### config.mk
export PLATFORM = sky130hd
export DESIGN_NAME = a2d_scan_ctrl
export DESIGN_NICKNAME = d
export VERILOG_FILES = /design/src/rtl/a2d_scan_pkg.sv /design/src/rtl/a2d_scan_tmr.sv /design/src/rtl/a2d_scan_ctrl.sv
export SDC_FILE = /design/constraint.sdc
export NUM_CORES = 1
export LEC_CHECK = 0
export ABC_AREA = 1
export BUFFER_PORTS_ARGS = -buffer_cell sky130_fd_sc_hd__buf_2
export CAP_MARGIN = 40
export CORE_ASPECT_RATIO = 2
export CORE_UTILIZATION = 55
export CTS_BUF_LIST = sky130_fd_sc_hd__clkbuf_4 sky130_fd_sc_hd__clkbuf_8
export DETAILED_ROUTE_END_ITERATION = 7
export PLACE_DENSITY_LB_ADDON = 0.15
export SYNTH_ARGS = -nofsm -noshare
export SYNTH_HDL_FRONTEND = slang
export SYNTH_HIERARCHICAL = 1
export SYNTH_SLANG_ARGS = --single-unit
### constraint.sdc
create_clock -name clk -period 3 [get_ports clk]
set_input_delay 0.15 -clock clk [delete_from_list [all_inputs] [get_ports clk]]
set_output_delay 0.15 -clock clk [all_outputs]
set_load 0.02 [all_outputs]
### src/rtl/a2d_scan_pkg.sv
// Shared types and widths for the A2D round-robin scan scheduler.
// Keeps the FSM encoding and bank geometry in one place.
package a2d_scan_pkg;
   localparam int CHNL_W   = 3;
   localparam int RES_W    = 12;
   localparam int MAX_CHNL = 8;

   typedef enum logic [1:0] {
      IDLE   = 2'd0,
      ISSUE  = 2'd1,
      WAIT   = 2'd2,
      COMMIT = 2'd3
   } state_t;
endpackage

### src/rtl/a2d_scan_tmr.sv
// Free-running auto-scan period counter.
// Pulses tick_o on the last count of each period; held at 0 while disabled.
module a2d_scan_tmr #(
   parameter logic [19:0] PERIOD = 20'd1000000
) (
   input  logic clk,
   input  logic rst,
   input  logic en_i,
   output logic tick_o
);
   logic [19:0] cnt_q, cnt_d;

   assign tick_o = en_i && (cnt_q == PERIOD - 20'd1);

   always_comb begin
      cnt_d = cnt_q + 20'd1;
      if (!en_i || tick_o) cnt_d = '0;
   end

   always_ff @(posedge clk) begin
      if (rst) cnt_q <= '0;
      else     cnt_q <= cnt_d;
   end
endmodule

### src/rtl/a2d_scan_ctrl.sv
// Round-robin A2D scan scheduler: issues one conversion per mapped channel,
// gathers results in a shadow bank and commits the whole scan atomically.
import a2d_scan_pkg::*;

module a2d_scan_ctrl #(
   parameter int          NUM_CHNL = 4,
   parameter logic [23:0] CHNL_MAP = 24'h00_0000,
   parameter logic [19:0] PERIOD   = 20'd1000000,
   parameter logic [15:0] TMO      = 16'd4096,
   parameter logic        INVERT   = 1'b1
) (
   input  logic              clk,
   input  logic              rst,
   input  logic              en,
   input  logic              trig,
   input  logic              clr_err,
   output logic              strt_cnv,
   output logic [CHNL_W-1:0] chnnl,
   input  logic              cnv_cmplt,
   input  logic [RES_W-1:0]  res,
   input  logic [2:0]        rd_sel,
   output logic [RES_W-1:0]  rd_data,
   output logic              scan_done,
   output logic              busy,
   output logic              ovr,
   output logic              tmo_err
);
   localparam logic [3:0]        NUM_C = 4'(NUM_CHNL);
   localparam logic [CHNL_W-1:0] LAST  = CHNL_W'(NUM_CHNL - 1);

   state_t            state_q, state_d;
   logic [2:0]        slot_q, slot_d;
   logic [15:0]       tmo_q, tmo_d;
   logic              ovr_q, ovr_d;
   logic              terr_q, terr_d;
   logic              tick, abort;
   logic [RES_W-1:0]  shdw_q [MAX_CHNL];
   logic [RES_W-1:0]  bank_q [MAX_CHNL];
   logic [CHNL_W-1:0] map [MAX_CHNL];

   for (genvar i = 0; i < MAX_CHNL; i++) begin : g_map
      assign map[i] = CHNL_MAP[CHNL_W*i +: CHNL_W];
   end

   a2d_scan_tmr #(.PERIOD(PERIOD)) u_tmr (
      .clk    (clk),
      .rst    (rst),
      .en_i   (en),
      .tick_o (tick)
   );

   assign abort = (state_q == WAIT) && !cnv_cmplt
               && (tmo_q == TMO - 16'd1);

   always_comb begin
      state_d = state_q;
      slot_d  = slot_q;
      tmo_d   = tmo_q;
      unique case (state_q)
         IDLE: begin
            if (trig || tick) begin
               state_d = ISSUE;
               slot_d  = '0;
            end
         end
         ISSUE: begin
            state_d = WAIT;
            tmo_d   = '0;
         end
         WAIT: begin
            if (cnv_cmplt) begin
               if (slot_q == LAST) begin
                  state_d = COMMIT;
               end else begin
                  slot_d  = slot_q + 3'd1;
                  state_d = ISSUE;
               end
            end else if (abort) begin
               state_d = IDLE;
            end else begin
               tmo_d = tmo_q + 16'd1;
            end
         end
         COMMIT:  state_d = IDLE;
         default: state_d = IDLE;
      endcase
   end

   // a fresh error event outranks a simultaneous clear
   assign ovr_d  = (trig && state_q != IDLE) || (ovr_q && !clr_err);
   assign terr_d = abort || (terr_q && !clr_err);

   always_ff @(posedge clk) begin
      if (rst) begin
         state_q <= IDLE;
         slot_q  <= '0;
         tmo_q   <= '0;
         ovr_q   <= 1'b0;
         terr_q  <= 1'b0;
      end else begin
         state_q <= state_d;
         slot_q  <= slot_d;
         tmo_q   <= tmo_d;
         ovr_q   <= ovr_d;
         terr_q  <= terr_d;
      end
   end

   always_ff @(posedge clk) begin
      if (rst) begin
         for (int i = 0; i < MAX_CHNL; i++) begin
            shdw_q[i] <= '0;
            bank_q[i] <= '0;
         end
      end else begin
         if (state_q == WAIT && cnv_cmplt)
            shdw_q[slot_q] <= INVERT ? ~res : res;
         if (state_q == COMMIT)
            for (int i = 0; i < MAX_CHNL; i++)
               bank_q[i] <= shdw_q[i];
      end
   end

   assign strt_cnv  = (state_q == ISSUE);
   assign scan_done = (state_q == COMMIT);
   assign busy      = (state_q != IDLE);
   assign chnnl     = map[slot_q];
   assign ovr       = ovr_q;
   assign tmo_err   = terr_q;
   assign rd_data   = ({1'b0, rd_sel} < NUM_C) ? bank_q[rd_sel] : '0;
endmodule

==> results of run 1 <==
## worst min-delay path: cells and delay by family
kind            cells  cell delay [ns]
buf+inv             1             0.11
simple gates        1             0.09
compound gates      1             0.07
## registers in the layout, summed over array words and instances, names as in the netlist
register	flops
state_q	2
bank_q	48
tmo_q	16
tmo_err	1
ovr	1
u_tmr/cnt_q	20
slot_q	3
shdw_q	48
## path summary, 6_finish.rpt
kind | cells after the start | end | slack (ns)
worst min register to register | 2 | tmo_err$_SDFF_PP0_ | 0.46
worst max register to register | 7 | shdw_q[2][11]$_SDFFCE_PN0P_ | 0.47
worst min-delay path | 3 | ovr$_SDFF_PP0_ | 0.03
worst max-delay path | 7 | shdw_q[2][11]$_SDFFCE_PN0P_ | 0.47
## kinds of logic (layout without fill, tap and decap cells)
group / Yosys count / in the layout / share of synthesized area
xor gates and xnor gates: 7 / 7 / 0.009251
and+or+nand+nor: 407 / 407 / 0.2634
AOI/OAI and AO/OA: 75 / 75 / 0.06060
DFF: 139 / 139 / 0.5648
other: 1 / 3 / 0.0005658
buffers and inverters: 138 / 188 / 0.08439
adders and majority gates: 9 / 9 / 0.01699
## power groups by stage
stage / combinational (W) / sequential, W / clock, W
floorplan: 0.000384 / 0.00224 / 0
global placement: 0.000505 / 0.00225 / 0
detailed placement: 0.000516 / 0.00226 / 0
CTS: 0.000522 / 0.00221 / 0.00157
global route: 0.000583 / 0.00223 / 0.00164
finish: 0.000520 / 0.00221 / 0.00154
## synthesized netlist by cell type, drive strengths merged
cell and instances:
o22ai 1, ha 9, a21oi 34, nand2 121, inv 109, o21bai 2
conb 1, xor2 3, buf 15, nand3 43, o211ai 1, nor3b 2
clkinv 1, o21ai 34, edfxtp 96, nor3 1, a211oi 2, xnor2 4
nor2 228, nand4 7, dfxtp 43, or2 5, a31oi 1, clkbuf 13
## through the flow
stage / cell area, um2 / std cells / power (W) / util
global placement: 6923 / 941 / 0.002757 / 0.5916
global route: 7341 / 973 / 0.004454 / 0.6274
detailed placement: 6923 / 941 / 0.002772 / 0.5916
CTS: 7341 / 973 / 0.004304 / 0.6274
finish: 7341 / 973 / 0.004277 / 0.6274
floorplan: 6635 / 778 / 0.002622 / -
## layout make-up
cell class / count / area, um2
clock inverter: 13 / 166.4
fill: 1034 / 4360
tap: 145 / 181.4
sequential: 139 / 3744
timing repair buffer: 47 / 262.8
inverter: 110 / 412.9
multi-input combinational: 501 / 2332
clock buffer: 18 / 241.5
## routing by layer
metal / vias to the layer above / track usage
met4: 0 / 0.1558
met2: 117 / 0.4925
met5: - / 0
met1: 2319 / 0.2055
li1: 2531 / -
met3: 44 / 0.06203
==> metrics.sh, run 1 <==
RUN_STATUS='completed'
FLOORPLAN.INITIALDENSITY=0.5664
ANTENNA-DIODE-COUNT=0
DP_HPWL_MM=10.78
WORST_PATH_SLOWEST_CELL='sky130_fd_sc_hd__ha_1'
POSTCTSRESIZEDCELLS=0
NUMNETS_FINAL=846
LAYOUT_SETUP_WS_NS=0.4707
END_KIND='flop'
WORSTPATHCELLLIST='inv_1 > ha_1 > nand2_1 > nor2_1 > nand3_1 > buf_4 > nand2_1'
CRIT_FANOUT=14
SETUP.WORST_PATH.CLASS='reg2reg'
WIRELENGTH_MET1_MM=4.708
BUFFER_PORTS.INSERTED=37
CORE.ROWCOUNT=56
GR-TOTAL-OVERFLOW=0
POST_DRT_VIA_CELL_RATIO=5.150
TIMING.SETUP.TNS_NS=0
GROUTE.USAGE.OVERALL=0.2487
MOSTFREQUENTLAYOUTCELLS='sky130_fd_sc_hd__nor2_1, sky130_fd_sc_hd__nand2_1, sky130_fd_sc_hd__inv_1'
CLASS_OF_THE_TIGHTEST_HOLD_OR_REMOVAL_CHECK='in2reg'
DRT_DRC_VIOLATIONS_LEFT=0
SETUP_REPAIR_AFTER_GLOBAL_ROUTING_MISSED_ITS_MARGIN='no'
CTS_SETUP_BUFFERS=0
FLOORPLAN.DIE_AREA_UM2=12520
YOSYSUNIQUECELLTYPES=37
SETUP_VIOL=0
SW_FRAC_OF_TOTAL=0.2644
HTREEDEPTH=4
ANTENNA_VIOLATING_NETS_POST_ROUTE=0
HIGHEST-SIGNAL-LAYER='met4'
SHARE_SEQ_OF_TOTAL_POWER=0.518
FINALMAXSLEWVIOLATIONS=0
SYN_INST=776
FIRST_PASS_GRT_WIRE_LENGTH_MM=22.85
WL_MET3_UM=551
POWER_PER_CELL_AREA_nW_PER_UM2=582.6
CRITICAL_PATH_BUFFERS_AND_INVERTERS=2
CLOCK_INSERTION_DELAY_WORST_SKEW_NS=0.43
DETAIL_ROUTE.ITER0.VIOLATIONS=225
GRT_ANTENNA_BEFORE_REPAIR=0
FIRST_PASS_ITERS=4
NUM_VIAS=5011
LAYOUT-DRIVE-GT1-SHARE=0.1341
PRECTSSETUPSLACK_NS=0.4933
CRIT_ARRIVAL_NS=2.60
SYNTH.TOP_CELLS.BY_AREA='sky130_fd_sc_hd__edfxtp_1, sky130_fd_sc_hd__dfxtp_1, sky130_fd_sc_hd__nor2_1, sky130_fd_sc_hd__nand2_1, sky130_fd_sc_hd__inv_1'
MAX-SLEW-MARGIN-REL=0.5034
YOSYS_WARN_COUNT=6
CTS_ROOT_BUF='sky130_fd_sc_hd__clkbuf_8'
POSTSYNTHREGISTERBITS=139
CTS.CLK_SLEW.WORST_PATHS_NS=0.08
FP.DIEW_UM=79.62
FLOORPLAN.IO_PINS=41
CORE_UM2=11700
TIMING.CLOCK.SKEW_NS=0.01142
MIN_PERIOD_NS=2.529
CTS_MADE_BUFFERS=17
POWER_FRAC_COMB=0.122
GP_CONGESTION=0.9356
ROUTE.DETAILED.WL_PER_INST_UM=14.59
START_KIND='flop'
CRIT-REG2REG-LAUNCH='state_q[0]$_SDFFE_PP0P_'
AREA_GROWTH_PCT=10.76
MAX_STAGE_DELAY_NS=0.52
HOLD_SLACK_NS=0.03252
NETLIST_AREA_UM2=6628
CRITICAL-PATH-TOP-CELL-BY-COUNT='sky130_fd_sc_hd__nand2_1'
NUMBER_OF_FAILING_HOLD_ENDPOINTS_AT_THE_FINAL_STAGE=0
FLOORPLAN.DIE.HEIGHT_UM=157.2
SYNTH_TOP_AREA_FRAC=0.4350
CPLARGESTDELAYFAMILY='simple AND/OR/NAND/NOR gates'
TIMING.FMAX_MHz=395.4
FINAL_ROUTED_WIRELENGTH_ACROSS_ALL_METAL_LAYERS_MM=14.19
SYNTH_SEQ_AREA_SHARE=0.5648
GRT_PASS1_VIAS=4911
POWER.SHARE.CLOCK=0.361
CTS-HOLD-FIX-BUFFERS=1
CLK_SINKS=139
CRITICAL_PATH_STARTPOINT='state_q[0]$_SDFFE_PP0P_'
TIMING_WORST_SLEW_PIN_VALUE_NS=0.7431
NETSWITCHINGPOWER_W=0.001131
MAX-VDD-IR-DROP_mV=0.3922
CTS_TREE='yes'
DRV_CAP=0
CLOCKBUFFERDEPTH=2
CELLLEAKAGEPOWER_nW=2.999
MIN_DELAY_STARTPOINT='trig'
ROUTE.MET2.WL_MM=8.150
PORTION_OF_THE_CLOCK_CYCLE_CONSUMED_BY_THE_WORST_PATH_IN_THE_FINAL_LAYOUT=0.8431
INTERNAL_PWR_TOTAL_W=0.003146
REQUIRED_NS=3.07
SYN_AVG_CELL_AREA_UM2=8.541
SYNTH.LARGEST_AREA_CELL='sky130_fd_sc_hd__edfxtp_1'
LAYOUT_COMMONEST_CELL='sky130_fd_sc_hd__nor2_1'
GRT_MAX_DEGREE=49
Power figures use the tool's default switching activity.
==> run 2, diff against run 1 <==
==> constraint.sdc (replaced) <==
create_clock -name clk -period 2.4 [get_ports clk]
set_input_delay 0.12 -clock clk [delete_from_list [all_inputs] [get_ports clk]]
set_output_delay 0.12 -clock clk [all_outputs]
set_load 0.02 [all_outputs]
==> run 2 against run 1 <==
  * Cell count grew 1.2%
  * Register-to-register slack lost 0.11 ns
  * Setup slack lost 0.11 ns
  * Cell area grew 0.89%
  * Maximum frequency grew 24%
  * Largest cell class unchanged
  * Largest power group unchanged
  * Highest routed layer unchanged
==> metrics.sh, run 2 (same netlist as run 1, synthesis figures left out) <==
ANTENNA_VIOLATING_NETS_POST_ROUTE=0
GR-TOTAL-OVERFLOW=0
WORST_PATH_SLOWEST_CELL='sky130_fd_sc_hd__a21oi_1'
CELLLEAKAGEPOWER_nW=3.027
BUFFER_PORTS.INSERTED=37
NUMBER_OF_FAILING_HOLD_ENDPOINTS_AT_THE_FINAL_STAGE=0
FLOORPLAN.DIE.HEIGHT_UM=157.2
MAX-VDD-IR-DROP_mV=0.6232
HTREEDEPTH=4
ROUTE.DETAILED.WL_PER_INST_UM=14.11
DRV_CAP=0
CPLARGESTDELAYFAMILY='buffers and inverters'
CLOCK_INSERTION_DELAY_WORST_SKEW_NS=0.45
NUM_VIAS=5034
AREA_GROWTH_PCT=11.74
TIMING.REG2REG.WORST_PATH_DEPTH=10
POSTCTSRESIZEDCELLS=0
GRT_PASS1_VIAS=5044
HOLD_SLACK_NS=0.02801
NUMNETS_FINAL=857
SETUP_VIOL=0
LAYOUT.FILLER_CELLS=987
CTS_SETUP_BUFFERS=0
DRT_DRC_VIOLATIONS_LEFT=0
LARGEST_REGISTERS='bank_q: 48 flops, shdw_q: 48 flops, u_tmr/cnt_q: 20 flops'
CTS_TREE='yes'
MOSTFREQUENTLAYOUTCELLS='sky130_fd_sc_hd__nor2_1, sky130_fd_sc_hd__nand2_1, sky130_fd_sc_hd__inv_1'
FLOORPLAN.IO_PINS=41
WORSTPATHCELLLIST='inv_1 > ha_1 > buf_4 > inv_2 > or2_1 > inv_2 > a21oi_1 > nand2_1 > nand2_1 > nor2_1'
TIMING_WORST_SLEW_PIN_VALUE_NS=0.5748
RUN_STATUS='completed'
REQUIRED_NS=2.74
CRITICAL_PATH_BUFFERS_AND_INVERTERS=4
PATH_DEPTH=10
GRT_ANTENNA_BEFORE_REPAIR=0
GROUTE.USAGE.OVERALL=0.2407
START_KIND='flop'
HOLDPATHSTAGES=2
CORE_UM2=11700
MAX-SLEW-MARGIN-REL=0.6159
LAYOUT-DRIVE-GT1-SHARE=0.1333
FP.DIEW_UM=79.62
CTS-HOLD-FIX-BUFFERS=11
DETAIL_ROUTE.ITER0.VIOLATIONS=235
FLOORPLAN.INITIALDENSITY=0.5664
SETUP.WORST_PATH.CLASS='reg2reg'
TIMING.FMAX_MHz=490.8
ANTENNA-DIODE-COUNT=0
CLK_SINKS=139
CRIT_FANOUT=13
LAYOUT.CORE_UTILIZATION=0.6329
POST_DRT_VIA_CELL_RATIO=5.111
PORTION_OF_THE_CLOCK_CYCLE_CONSUMED_BY_THE_WORST_PATH_IN_THE_FINAL_LAYOUT=0.8490
INSTANCES_NO_FILL=985
FINAL_DESIGN_AREA_NO_FILL_UM2=7406
DP_HPWL_MM=10.74
GRT_MAX_DEGREE=49
CLOCKBUFFERDEPTH=2
CTS_MADE_BUFFERS=17
TIMING.CLOCK.SKEW_NS=0.01293
MAX_STAGE_DELAY_NS=0.46
FINALMAXSLEWVIOLATIONS=0
TIMING.SETUP.TNS_NS=0
WORST-R2R-SETUP-SLACK_NS=0.36
FIRST_PASS_ITERS=5
END_KIND='flop'
CRIT_ARRIVAL_NS=2.38
CTS_ROOT_BUF='sky130_fd_sc_hd__clkbuf_8'
GP_CONGESTION=0.9584
FLOORPLAN.DIE_AREA_UM2=12520
CORE.ROWCOUNT=56
FIRST_PASS_GRT_WIRE_LENGTH_MM=22.23
MIN_PERIOD_NS=2.038
POWER_PER_CELL_AREA_nW_PER_UM2=699.4
LAYOUT_COMMONEST_CELL='sky130_fd_sc_hd__nor2_1'
PLACEDINSTANCEAREA_UM2=6930
PLACE_INST=942
SETUP_REPAIR_AFTER_GLOBAL_ROUTING_MISSED_ITS_MARGIN='no'
CLASS_OF_THE_TIGHTEST_HOLD_OR_REMOVAL_CHECK='in2reg'
CTS.CLK_SLEW.WORST_PATHS_NS=0.08
FINAL_ROUTED_WIRELENGTH_ACROSS_ALL_METAL_LAYERS_MM=13.90
[run 2: changes by cell type in the layout (fill, tap and decap cells not counted)]
cell,previous run,this run
sky130_fd_sc_hd__inv_8,0,4
sky130_fd_sc_hd__clkinvlp_4,0,1
sky130_fd_sc_hd__clkinvlp_2,1,0
sky130_fd_sc_hd__bufinv_16,3,0
sky130_fd_sc_hd__clkinv_4,3,4
sky130_fd_sc_hd__buf_4,9,10
sky130_fd_sc_hd__clkbuf_4,1,0
sky130_fd_sc_hd__dlygate4sd3_1,1,11
sky130_fd_sc_hd__clkinv_2,2,1
sky130_fd_sc_hd__clkinv_1,1,2
[run 2: layout make-up]
class,instances,area (um2),share of cell area
timing repair buffer,58,370.4,0.05001
multi-input combinational,501,2332,0.3149
tap,145,181.4,0.02450
clock inverter,15,131.4,0.01774
inverter,110,412.9,0.05575
clock buffer,17,234.0,0.03159
sequential,139,3744,0.5055
[run 2: final timing paths]
kind                                 to                      start
max reg2reg      tmo_q[11]$_SDFFE_PP0P_    state_q[0]$_SDFFE_PP0P_
max              tmo_q[11]$_SDFFE_PP0P_    state_q[0]$_SDFFE_PP0P_
min reg2reg   u_tmr/cnt_q[0]$_SDFF_PP0_  u_tmr/cnt_q[0]$_SDFF_PP0_
min          shdw_q[0][1]$_SDFFCE_PN0P_                     res[1]
[run 2: power by group]
| group | internal, W | switching, W | leakage [nW] | total (W) |
|---|---|---|---|---|
| clock | 0.000754 | 0.000989 | 0.187 | 0.00174 |
| combinational | 0.000215 | 0.000447 | 1.50 | 0.000661 |
| sequential | 0.00269 | 0.0000885 | 1.34 | 0.00278 |
| total | 0.00366 | 0.00152 | 3.03 | 0.00518 |
[run 2: layer usage]
metal | up-vias | GRT usage | wire (um)
met5 | - | 0 | 0
met1 | 2311 | 0.1963 | 4544
met2 | 104 | 0.4856 | 8289
li1 | 2567 | - | -
met4 | 0 | 0.1455 | 637
met3 | 52 | 0.05449 | 425
[run 2: worst register-to-register path: cells and delay by family, from the launching register on]
family          cells  cell delay [ns]
compound gates      1             0.46
simple gates        4             0.38
buf+inv             4             0.50
flops               1             0.38
fa+ha+maj           1             0.22
[run 2: through the flow]
| step | setup WS [ns] | power (W) |
|---|---|---|
| floorplan | 0.4547 | 0.003278 |
| finish | 0.3624 | 0.005180 |
| detailed placement | 0.3722 | 0.003471 |
| global placement | 0.4754 | 0.003451 |
| CTS | 0.3773 | 0.005218 |
| global route | 0.2118 | 0.005395 |
